File: src/rtl/ibex_pkg.sv
// Shared types for the register-file write-side path.
package ibex_pkg;

    // Widest register the write path carries; narrower DataWidth uses the low bits.
    localparam int unsigned RfDataWidthMax = 32;

    // One pending register-file write.
    typedef struct packed {
        logic [4:0]                waddr;
        logic [RfDataWidthMax-1:0] wdata;
        logic                      dummy;
    } rf_wr_req_t;

    // True when the target lies outside x0..x15 on an RV32E core.
    function automatic logic rf_addr_illegal(input logic rv32e, input logic [4:0] waddr);
        return rv32e & waddr[4];
    endfunction

endpackage

File: src/rtl/ibex_rf_wr_fifo.sv
// Shift-style FIFO for buffered execute writes; head is always entry 0 and
// every entry is exposed so the top can build the pending-write mask.
module ibex_rf_wr_fifo
    import ibex_pkg::*;
#(
    parameter int unsigned Depth = 2
) (
    input  logic                   clk,
    input  logic                   rst,
    input  logic                   push,
    input  logic                   pop,
    input  rf_wr_req_t             wdata,
    output rf_wr_req_t             head,
    output logic                   full,
    output logic                   empty,
    output rf_wr_req_t [Depth-1:0] entries,
    output logic       [Depth-1:0] entry_valid
);
    localparam int unsigned CW = $clog2(Depth + 1);

    logic [CW-1:0]          count;
    logic [CW-1:0]          count_d;
    logic [CW-1:0]          wr_idx;
    rf_wr_req_t [Depth-1:0] mem;
    rf_wr_req_t [Depth-1:0] mem_d;
    logic                   push_eff;
    logic                   pop_eff;

    assign full     = (count == CW'(Depth));
    assign empty    = (count == '0);
    assign push_eff = push & ~full;
    assign pop_eff  = pop & ~empty;
    assign head     = mem[0];
    assign entries  = mem;

    for (genvar g = 0; g < Depth; g++) begin : g_vld
        assign entry_valid[g] = (count > CW'(g));
    end

    // Next storage: shift toward the head on pop, then drop the new entry
    // into the first free slot after the shift.
    always_comb begin
        mem_d   = mem;
        count_d = count;
        wr_idx  = pop_eff ? count - 1'b1 : count;
        if (pop_eff) begin
            for (int i = 0; i < Depth - 1; i++) mem_d[i] = mem[i + 1];
        end
        if (push_eff) begin
            for (int i = 0; i < Depth; i++) begin
                if (CW'(i) == wr_idx) mem_d[i] = wdata;
            end
        end
        if (push_eff && !pop_eff) count_d = count + 1'b1;
        else if (!push_eff && pop_eff) count_d = count - 1'b1;
    end

    // Occupancy is reset; payload needs no reset since entry_valid gates it.
    always_ff @(posedge clk) begin
        if (rst) count <= '0;
        else     count <= count_d;
        mem <= mem_d;
    end

endmodule

File: src/rtl/ibex_rf_write_arbiter.sv
// Merges execute results and load responses onto the register file's single
// write port. LSU always wins the port; execute writes queue behind it in
// order, and bypass straight to the port only when nothing is queued.
module ibex_rf_write_arbiter
    import ibex_pkg::*;
#(
    parameter int unsigned DataWidth = 32,  // must not exceed RfDataWidthMax
    parameter bit          RV32E     = 1'b0,
    parameter int unsigned FifoDepth = 2
) (
    input  logic                 clk_i,
    input  logic                 rst_i,
    input  logic                 ex_valid_i,
    output logic                 ex_ready_o,
    input  logic [4:0]           ex_waddr_i,
    input  logic [DataWidth-1:0] ex_wdata_i,
    input  logic                 ex_dummy_i,
    input  logic                 lsu_valid_i,
    input  logic [4:0]           lsu_waddr_i,
    input  logic [DataWidth-1:0] lsu_wdata_i,
    output logic                 rf_we_o,
    output logic [4:0]           rf_waddr_o,
    output logic [DataWidth-1:0] rf_wdata_o,
    output logic                 rf_dummy_wb_o,
    output logic [31:0]          pending_o,
    output logic                 err_o
);
    rf_wr_req_t                 ex_req, lsu_req, out_q, out_d, fifo_head;
    rf_wr_req_t [FifoDepth-1:0] fifo_entries;
    logic       [FifoDepth-1:0] fifo_vld;
    logic fifo_full, fifo_empty, push, pop;
    logic out_vld_q, out_vld_d, err_q;
    logic ex_acc, ex_bad, lsu_bad, ex_wr, lsu_wr;

    // Ready looks only at the current occupancy, never at a same-cycle pop.
    assign ex_ready_o = ~fifo_full;
    assign ex_acc     = ex_valid_i & ex_ready_o;
    assign ex_bad     = rf_addr_illegal(RV32E, ex_waddr_i);
    assign lsu_bad    = rf_addr_illegal(RV32E, lsu_waddr_i);
    // Writes that must reach the port: illegal targets are dropped, and x0 is
    // only written for dummy instructions (LSU never carries the dummy flag).
    assign ex_wr      = ex_acc & ~ex_bad & ((ex_waddr_i != 5'd0) | ex_dummy_i);
    assign lsu_wr     = lsu_valid_i & ~lsu_bad & (lsu_waddr_i != 5'd0);

    // Pack both sources into the common request format.
    always_comb begin
        ex_req                       = '0;
        ex_req.waddr                 = ex_waddr_i;
        ex_req.wdata[DataWidth-1:0]  = ex_wdata_i;
        ex_req.dummy                 = ex_dummy_i;
        lsu_req                      = '0;
        lsu_req.waddr                = lsu_waddr_i;
        lsu_req.wdata[DataWidth-1:0] = lsu_wdata_i;
    end

    // Port selection: LSU > queued EX > EX bypass; an EX write that loses
    // the port is queued so it stays younger than the LSU write.
    always_comb begin
        out_d     = out_q;
        out_vld_d = 1'b0;
        push      = 1'b0;
        pop       = 1'b0;
        if (lsu_wr) begin
            out_vld_d = 1'b1;
            out_d     = lsu_req;
            push      = ex_wr;
        end else if (!fifo_empty) begin
            out_vld_d = 1'b1;
            out_d     = fifo_head;
            pop       = 1'b1;
            push      = ex_wr;
        end else if (ex_wr) begin
            out_vld_d = 1'b1;
            out_d     = ex_req;
        end
    end

    ibex_rf_wr_fifo #(
        .Depth(FifoDepth)
    ) u_fifo (
        .clk        (clk_i),
        .rst        (rst_i),
        .push       (push),
        .pop        (pop),
        .wdata      (ex_req),
        .head       (fifo_head),
        .full       (fifo_full),
        .empty      (fifo_empty),
        .entries    (fifo_entries),
        .entry_valid(fifo_vld)
    );

    // Output stage register and the one-cycle illegal-address pulse.
    always_ff @(posedge clk_i) begin
        if (rst_i) begin
            out_vld_q <= 1'b0;
            out_q     <= '0;
            err_q     <= 1'b0;
        end else begin
            out_vld_q <= out_vld_d;
            out_q     <= out_d;
            err_q     <= (lsu_valid_i & lsu_bad) | (ex_acc & ex_bad);
        end
    end

    // Hazard mask: every register with a write queued or on the port.
    always_comb begin
        pending_o = '0;
        for (int i = 0; i < FifoDepth; i++) begin
            if (fifo_vld[i]) pending_o[fifo_entries[i].waddr] = 1'b1;
        end
        if (out_vld_q) pending_o[out_q.waddr] = 1'b1;
        pending_o[0] = 1'b0;
    end

    assign rf_we_o       = out_vld_q;
    assign rf_waddr_o    = out_q.waddr;
    assign rf_wdata_o    = out_q.wdata[DataWidth-1:0];
    assign rf_dummy_wb_o = out_vld_q & out_q.dummy;
    assign err_o         = err_q;

endmodule

File: config.mk
export PLATFORM = sky130hd
export DESIGN_NAME = ibex_rf_write_arbiter
export DESIGN_NICKNAME = d
export VERILOG_FILES = /design/src/rtl/ibex_pkg.sv /design/src/rtl/ibex_rf_wr_fifo.sv /design/src/rtl/ibex_rf_write_arbiter.sv
export SDC_FILE = /design/constraint.sdc
export NUM_CORES = 1
export LEC_CHECK = 0
export ABC_AREA = 0
export ABC_CLOCK_PERIOD_IN_PS = 6300
export BUFFER_PORTS_ARGS = -buffer_cell sky130_fd_sc_hd__buf_2
export CORE_MARGIN = 5
export CORE_UTILIZATION = 60
export CTS_CLUSTER_DIAMETER = 120
export DETAILED_ROUTE_END_ITERATION = 8
export PLACE_DENSITY = 0.91
export SYNTH_ARGS = -nofsm -noshare
export SYNTH_HDL_FRONTEND = slang
export SYNTH_SLANG_ARGS = --single-unit
export TNS_END_PERCENT = 10
File: constraint.sdc
create_clock -name clk_i -period 6.3 [get_ports clk_i]
set_input_delay 0.945 -clock clk_i [delete_from_list [all_inputs] [get_ports clk_i]]
set_output_delay 0.945 -clock clk_i [all_outputs]
set_load 0.01 [all_outputs]
==> impl_results.md, run 1 <==
* R2R setup slack at 2.66 ns
* Fin crit share at 0.593
* Layout cells sized above 1 at 0.248
* Vias in the first global route at 6628
* Final worst path period need at 3.73 ns
* Clock Skews at 0.00733 ns
* Hold Fails Final Rpt at 0
* Largest net degree at the start of global routing at 73
* Worst Hold Launch: rf_wdata_o[25]
* Critical Path Start: u_fifo.count[0]
* Crit end category: output pin
* Pwr Density at 423 nW/um2
* Crit Path Max Fanout at 39
* Drt wl/cell at 20.6 um
* Via density at 6.64
* Initial antenna violation count at 0
* Post-synth top cells: o211ai_1 (108), nand2_1 (102), dfxtp_1 (79)
* P_sw at 1.36 mW
* Clock Tree Buf Depth at 2
* GRT Residual Overflow at 0
* R2R cell count at 11
* Non-Filler Instances at 1050
* FF+latch count, synth at 117
* Rel. slew slack at 0.314
* Routed Antenna Nets at 0
* Combinational share of power at 0.386
* CP Data Required Time at 5.35 ns
* Final Wtd Congestion at 0.912
* Clock group share of total power at 0.263
* Yosys warns at 0
* EDFF count, synth at 38
* Clk_lat worst skew at 0.42 ns
* CTS buffer count at 17
* Iter 0 DRT Violations at 1086
* CP Cell Sequence: inv_1, ha_4, nor3b_1, a22oi_1, o21ai_0, buf_2
* Unrepaired setup endpoints after global routing: false
* Sw frac at 0.391
* Vias at 6975
* Final Max Tran Viols at 0
* CTS tree: done
* Core box area at 11900 um2
* Static leakage at 3.25 nW
* Worst R2R Start: u_fifo.count[0]
* Final setup vio count at 0
* Max-Cap Viols at 0
* Synth top area share at 0.221
* Post-synthesis sequential area ratio at 0.380
* CTS Hold Bufs at 0
* First-pass GRT wire length at 34200 um
* I/O pin cnt at 152
* Mapped cell area at 7160 um2
* Worst EP arrival at 2.79 ns
* Worst path slowest cell: nor3b_1
* Slew @ Worst Pin at 1.03 ns
* Area growth syn-to-layout at 14.5%
* Die width at 119 um
* Gr usage total at 0.294
* Crit Path Category: register to output pin
* Synthesized area per cell at 8.63 um2
* Synth async-reset ratio at 0
* Main synth FF type: dfxtp_1
* Outcome: finished, final reports clean
* Clock root cell: clkbuf_16
* Setup Buffers After CTS at 0
* Initial Util at 0.604
* H-tree depth at 4
* Peak VDD IR at 0.229 mV
* Hold Path Sink: rf_wdata_o[25]
* Die Footprint at 14200 um2
* Final nets at 972
* DRC at 0
* Clock Pin Slew Worst Setup and Hold Paths at 0.06 ns
* Hold Path Class: register to register
* Hold path cells at 2
* Dpl cells at 1017
* Rows at 40
* Top post-synthesis cells by area: dfxtp_1 (22%), edfxtp_1 (16%), o211ai_1 (11%), nand2_1 (5.3%), mux2i_1 (5.2%)
* Synth unique cells at 45
* Cell count after synthesis at 830
* Synth area leader: dfxtp_1
* Post-DP HPWL at 13300 um
* Int Power at 2.11 mW
* CTS sink cnt at 117
* Die height at 119 um
* Critical path launch point type: register
* DRT Pass-1 Iters at 7
* R2R Path End: u_fifo.count[1]
* Final wirelength at 21600 um
* Port Buffers at 149
* CTS resizes at 0
* Maximum achievable frequency at 268 MHz
* Setup TNS at 0 ns
* Most common cell in the netlist: o211ai_1
* Sequential share of power at 0.351
* Slowest stage delay, CP at 0.87 ns
## state kept, by name, summed over array words and instances, names as in the netlist
signal	cells
out_q	1
rf_waddr_o	5
rf_wdata_o	32
rf_we_o	1
u_fifo.count	2
u_fifo.entries	76
## area by class of cell
type,instances,area [um2]
Timing Repair Buffer,161,836
Clock inverter,15,134
Antenna cell,1,2.50
Tap cell,147,184
Multi-Input combinational cell,588,3880
Clock buffer,17,425
Sequential cell,117,2720
Fill cell,885,3660
Inverter,4,15.0
## through the flow
step	power, mW	hold WS, ns	worst slack, ns	util	instance area [um2]
after global routing	3.64	0.484	2.46	0.691	8200
after detailed placement	2.50	0.453	2.57	0.644	7640
after floorplan	2.20	0.444	2.07	-	7170
after global placement	2.45	0.450	2.66	0.644	7640
after CTS	3.44	0.461	2.70	0.691	8200
final	3.47	0.460	2.57	0.691	8200
## how the worst max path moves through the flow
stage | end | slack, ns
finish | pending_o[5] | 2.57
global route | pending_o[6] | 2.46
CTS | pending_o[2] | 2.70
detailed placement | u_fifo.entries[56] | 2.57
global placement | u_fifo.entries[41] | 2.66
floorplan | u_fifo.entries[38] | 2.07
## power by group through the flow
stage	sequential, mW	clock (mW)	combinational (mW)
after floorplan	1.14	0	1.07
after detailed placement	1.22	0	1.29
after global routing	1.24	0.950	1.45
after CTS	1.21	0.914	1.32
final	1.22	0.912	1.34
after global placement	1.20	0	1.25
## worst max-delay path, delay by kind of cell, from the launching register on
kind                       cells  cell delay, ns
AOI/OAI and AO/OA              2            0.33
adders and majority gates      1            0.35
and+or+nand+nor                1            0.87
DFF                            1            0.46
buffers and inverters          2            0.35
## layout by cell type, fill, tap and decap left out, types with 3 or more instances in the layout
master / Yosys / routed
a211oi_1: 3 / 3
a21o_1: 5 / 5
a21oi_1: 37 / 34
a21oi_4: 0 / 3
a22oi_1: 15 / 15
and3_1: 3 / 3
buf_2: 3 / 149
buf_4: 40 / 12
clkbuf_16: 0 / 17
clkinv_2: 0 / 4
clkinv_4: 0 / 5
clkinvlp_4: 0 / 3
dfxtp_1: 79 / 79
edfxtp_1: 38 / 38
ha_1: 4 / 3
inv_1: 3 / 3
mux2_1: 20 / 20
mux2_2: 18 / 18
mux2i_1: 37 / 36
nand2_1: 102 / 102
nand3_1: 68 / 68
nand3b_1: 8 / 8
nor2_1: 12 / 12
nor2b_1: 33 / 33
nor3_1: 6 / 6
nor3b_1: 10 / 10
nor4b_1: 3 / 3
o211ai_1: 108 / 108
o21ai_0: 53 / 53
o221ai_1: 16 / 16
or3b_2: 3 / 3
## metal layers
metal  vias up  track usage  routed length (um)
met5         -            0                   0
met4         0        0.143                 979
met3        86       0.0660                2170
met2       498        0.469                9940
met1      3231        0.376                8520
li1       3160            -                   -
## logic make-up (layout without fill, tap and decap cells)
group	Yosys count	count (layout)	share of synthesized area
other	1	3	0.000524
AND/OR/NAND/NOR	261	261	0.181
adder cells (fa/ha/maj)	4	4	0.00699
buffers and inverters	126	197	0.0896
multiplexers	75	75	0.111
AO/OA/AOI/OAI	244	244	0.227
flip-flops	117	117	0.380
XOR/XNOR	2	2	0.00245
(Power assumes the default switching activity.)
==> run 2, diff against run 1 <==
--- a/config.mk
+++ b/config.mk
@@ -6,13 +6,13 @@
 export NUM_CORES = 1
 export LEC_CHECK = 0
 export ABC_AREA = 0
-export ABC_CLOCK_PERIOD_IN_PS = 6300
+export ABC_CLOCK_PERIOD_IN_PS = 3150
 export BUFFER_PORTS_ARGS = -buffer_cell sky130_fd_sc_hd__buf_2
 export CORE_MARGIN = 5
-export CORE_UTILIZATION = 60
+export CORE_UTILIZATION = 50
 export CTS_CLUSTER_DIAMETER = 120
 export DETAILED_ROUTE_END_ITERATION = 8
-export PLACE_DENSITY = 0.91
+export PLACE_DENSITY = 0.81
 export SYNTH_ARGS = -nofsm -noshare
 export SYNTH_HDL_FRONTEND = slang
 export SYNTH_SLANG_ARGS = --single-unit
==> constraint.sdc (replaced) <==
create_clock -name clk_i -period 3.15 [get_ports clk_i]
set_input_delay 0.4725 -clock clk_i [delete_from_list [all_inputs] [get_ports clk_i]]
set_output_delay 0.4725 -clock clk_i [all_outputs]
set_load 0.01 [all_outputs]
==> impl_results.md, run 2 (synthesis gave the netlist of run 1 again) <==
* I/O pin cnt at 152
* Rows at 43
* Vias in the first global route at 6566
* Combinational share of power at 0.388
* Setup Buffers After CTS at 0
* Critical Path Start: u_fifo.count[0]
* Max Used Layer: met5
* Max FFs per register at 76
* Setup TNS at 0 ns
* Clock Tree Buf Depth at 2
* Final wirelength at 21600 um
* Final worst path period need at 2.81 ns
* Fillcell total at 1263
* Rel. slew slack at 0.455
* Routed met3 length at 1700 um
* CTS buffer count at 17
* Clk_lat worst skew at 0.41 ns
* Die height at 130 um
* Static leakage at 3.30 nW
* Sequential share of power at 0.348
* GRT Residual Overflow at 0
* Crit end category: output pin
* Hold path cells at 1
* Critical path launch point type: register
* Hold Fails Final Rpt at 0
* R2R setup slack at 0.53 ns
* CTS tree: done
* CTS sink cnt at 117
* Met2 WL at 10700 um
* First-pass GRT wire length at 33700 um
* Max-Cap Viols at 0
* DRC at 0
* Vias at 6821
* Post-DP HPWL at 14400 um
* Drt wl/cell at 19.8 um
* Fin crit share at 0.891
* Final nets at 981
* Via density at 6.25
* Layout cells sized above 1 at 0.251
* Routed Antenna Nets at 0
* Initial antenna violation count at 1
* Clock group share of total power at 0.264
* Register Area at 2720 um2
* Unrepaired setup endpoints after global routing: false
* Hold Path Class: input port to register
* Die Footprint at 16800 um2
* Peak VDD IR at 0.467 mV
* Final Wtd Congestion at 0.887
* Dpl cells at 1059
* R2R Path End: u_fifo.entries[22]
* Die width at 130 um
* CTS Hold Bufs at 0
* Initial Util at 0.512
* Commonest non-fill, non-tap cell in the layout: buf_2
* Most frequent cells in the layout: buf_2 (149), o211ai_1 (108), nand2_1 (102)
* Clock Pin Slew Worst Setup and Hold Paths at 0.05 ns
* Multi-input logic area at 3860 um2
* Outcome: finished, final reports clean
* R2R cell count at 7
* Slew @ Worst Pin at 0.818 ns
* CP Data Required Time at 2.68 ns
* Sw frac at 0.375
* Crit path to: pending_o[3]
* Crit Path Max Fanout at 29
* Pwr Density at 839 nW/um2
* Gr usage total at 0.251
* Crit Path Category: register to output pin
* Iter 0 DRT Violations at 610
* Int Power at 4.35 mW
* Final setup vio count at 0
* Core box area at 14000 um2
* H-tree depth at 4
* M1 wire length at 8350 um
* Area growth syn-to-layout at 16.0%
* Final Max Tran Viols at 0
* Port Buffers at 149
* Worst EP arrival at 2.33 ns
* Clock root cell: clkbuf_16
* Largest net degree at the start of global routing at 80
* Clock Skews at 0.00692 ns
* CTS resizes at 0
* Maximum achievable frequency at 356 MHz
* Antenna diodes at 0
* Non-Filler Instances at 1091
* DRT Pass-1 Iters at 5
* Worst R2R Start: u_fifo.count[0]
* P_sw at 2.62 mW
==> run 2: changes by cell type in the layout (fill, tap and decap cells not counted) <==
cell	before	now
diode_2	1	0
buf_12	0	1
a21oi_2	0	2
clkbuf_8	0	1
clkbuf_1	0	4
clkinv_2	4	5
clkinv_4	5	1
inv_6	2	0
bufinv_16	1	2
buf_4	12	20
a21oi_4	3	1
clkinvlp_4	3	2
==> run 2: power groups by stage <==
stage	clock network (mW)	logic, mW	registers, mW
final	1.84	2.70	2.43
after global routing	1.93	2.94	2.47
after CTS	1.86	2.68	2.41
after detailed placement	0	2.66	2.43
after global placement	0	2.58	2.41
after floorplan	0	2.13	2.27
==> run 2: final cells by class <==
type / count / area share
clock inverters: 10 / 0.0131
well taps: 180 / 0.0271
inverters: 4 / 0.00181
repair buffers: 170 / 0.110
clock buffers: 22 / 0.0547
flip-flops and latches: 117 / 0.328
multi-input cells: 588 / 0.465
==> run 2: critical path, cell delays in order, from the launching register on <==
cell      delay [ns]
dfxtp_1         0.37
inv_1           0.16
ha_4            0.40
clkinv_1        0.14
and3_1          0.32
a22oi_1         0.21
o21ai_0         0.14
buf_2           0.17
==> run 2: how the worst min path moves through the flow <==
stage                        start  slack, ns            endpoint
CTS                  ex_wdata_i[2]       0.25  u_fifo.entries[41]
finish              ex_wdata_i[15]       0.26  u_fifo.entries[54]
global placement    rf_wdata_o[22]       0.45      rf_wdata_o[22]
floorplan            rf_wdata_o[0]       0.44       rf_wdata_o[0]
global route         ex_wdata_i[2]       0.25  u_fifo.entries[41]
detailed placement  rf_wdata_o[27]       0.45      rf_wdata_o[27]
==> run 2: stage by stage <==
stage | hold WS (ns) | worst slack, ns | utilization | cell area, um2 | power [mW]
5_1_grt | 0.252 | 0.205 | 0.594 | 8310 | 7.34
6_report | 0.263 | 0.344 | 0.594 | 8310 | 6.97
3_5_place_dp | 0.452 | 0.519 | 0.554 | 7740 | 5.09
2_1_floorplan | 0.444 | 0.137 | - | 7170 | 4.40
3_3_place_gp | 0.448 | 0.594 | 0.554 | 7740 | 4.99
4_1_cts | 0.247 | 0.384 | 0.594 | 8310 | 6.95
==> run 2: per-layer routing <==
layer,track usage,up-vias
li1,-,3171
met1,0.307,3217
met2,0.423,369
met3,0.0418,62
met4,0.136,2
met5,0,-
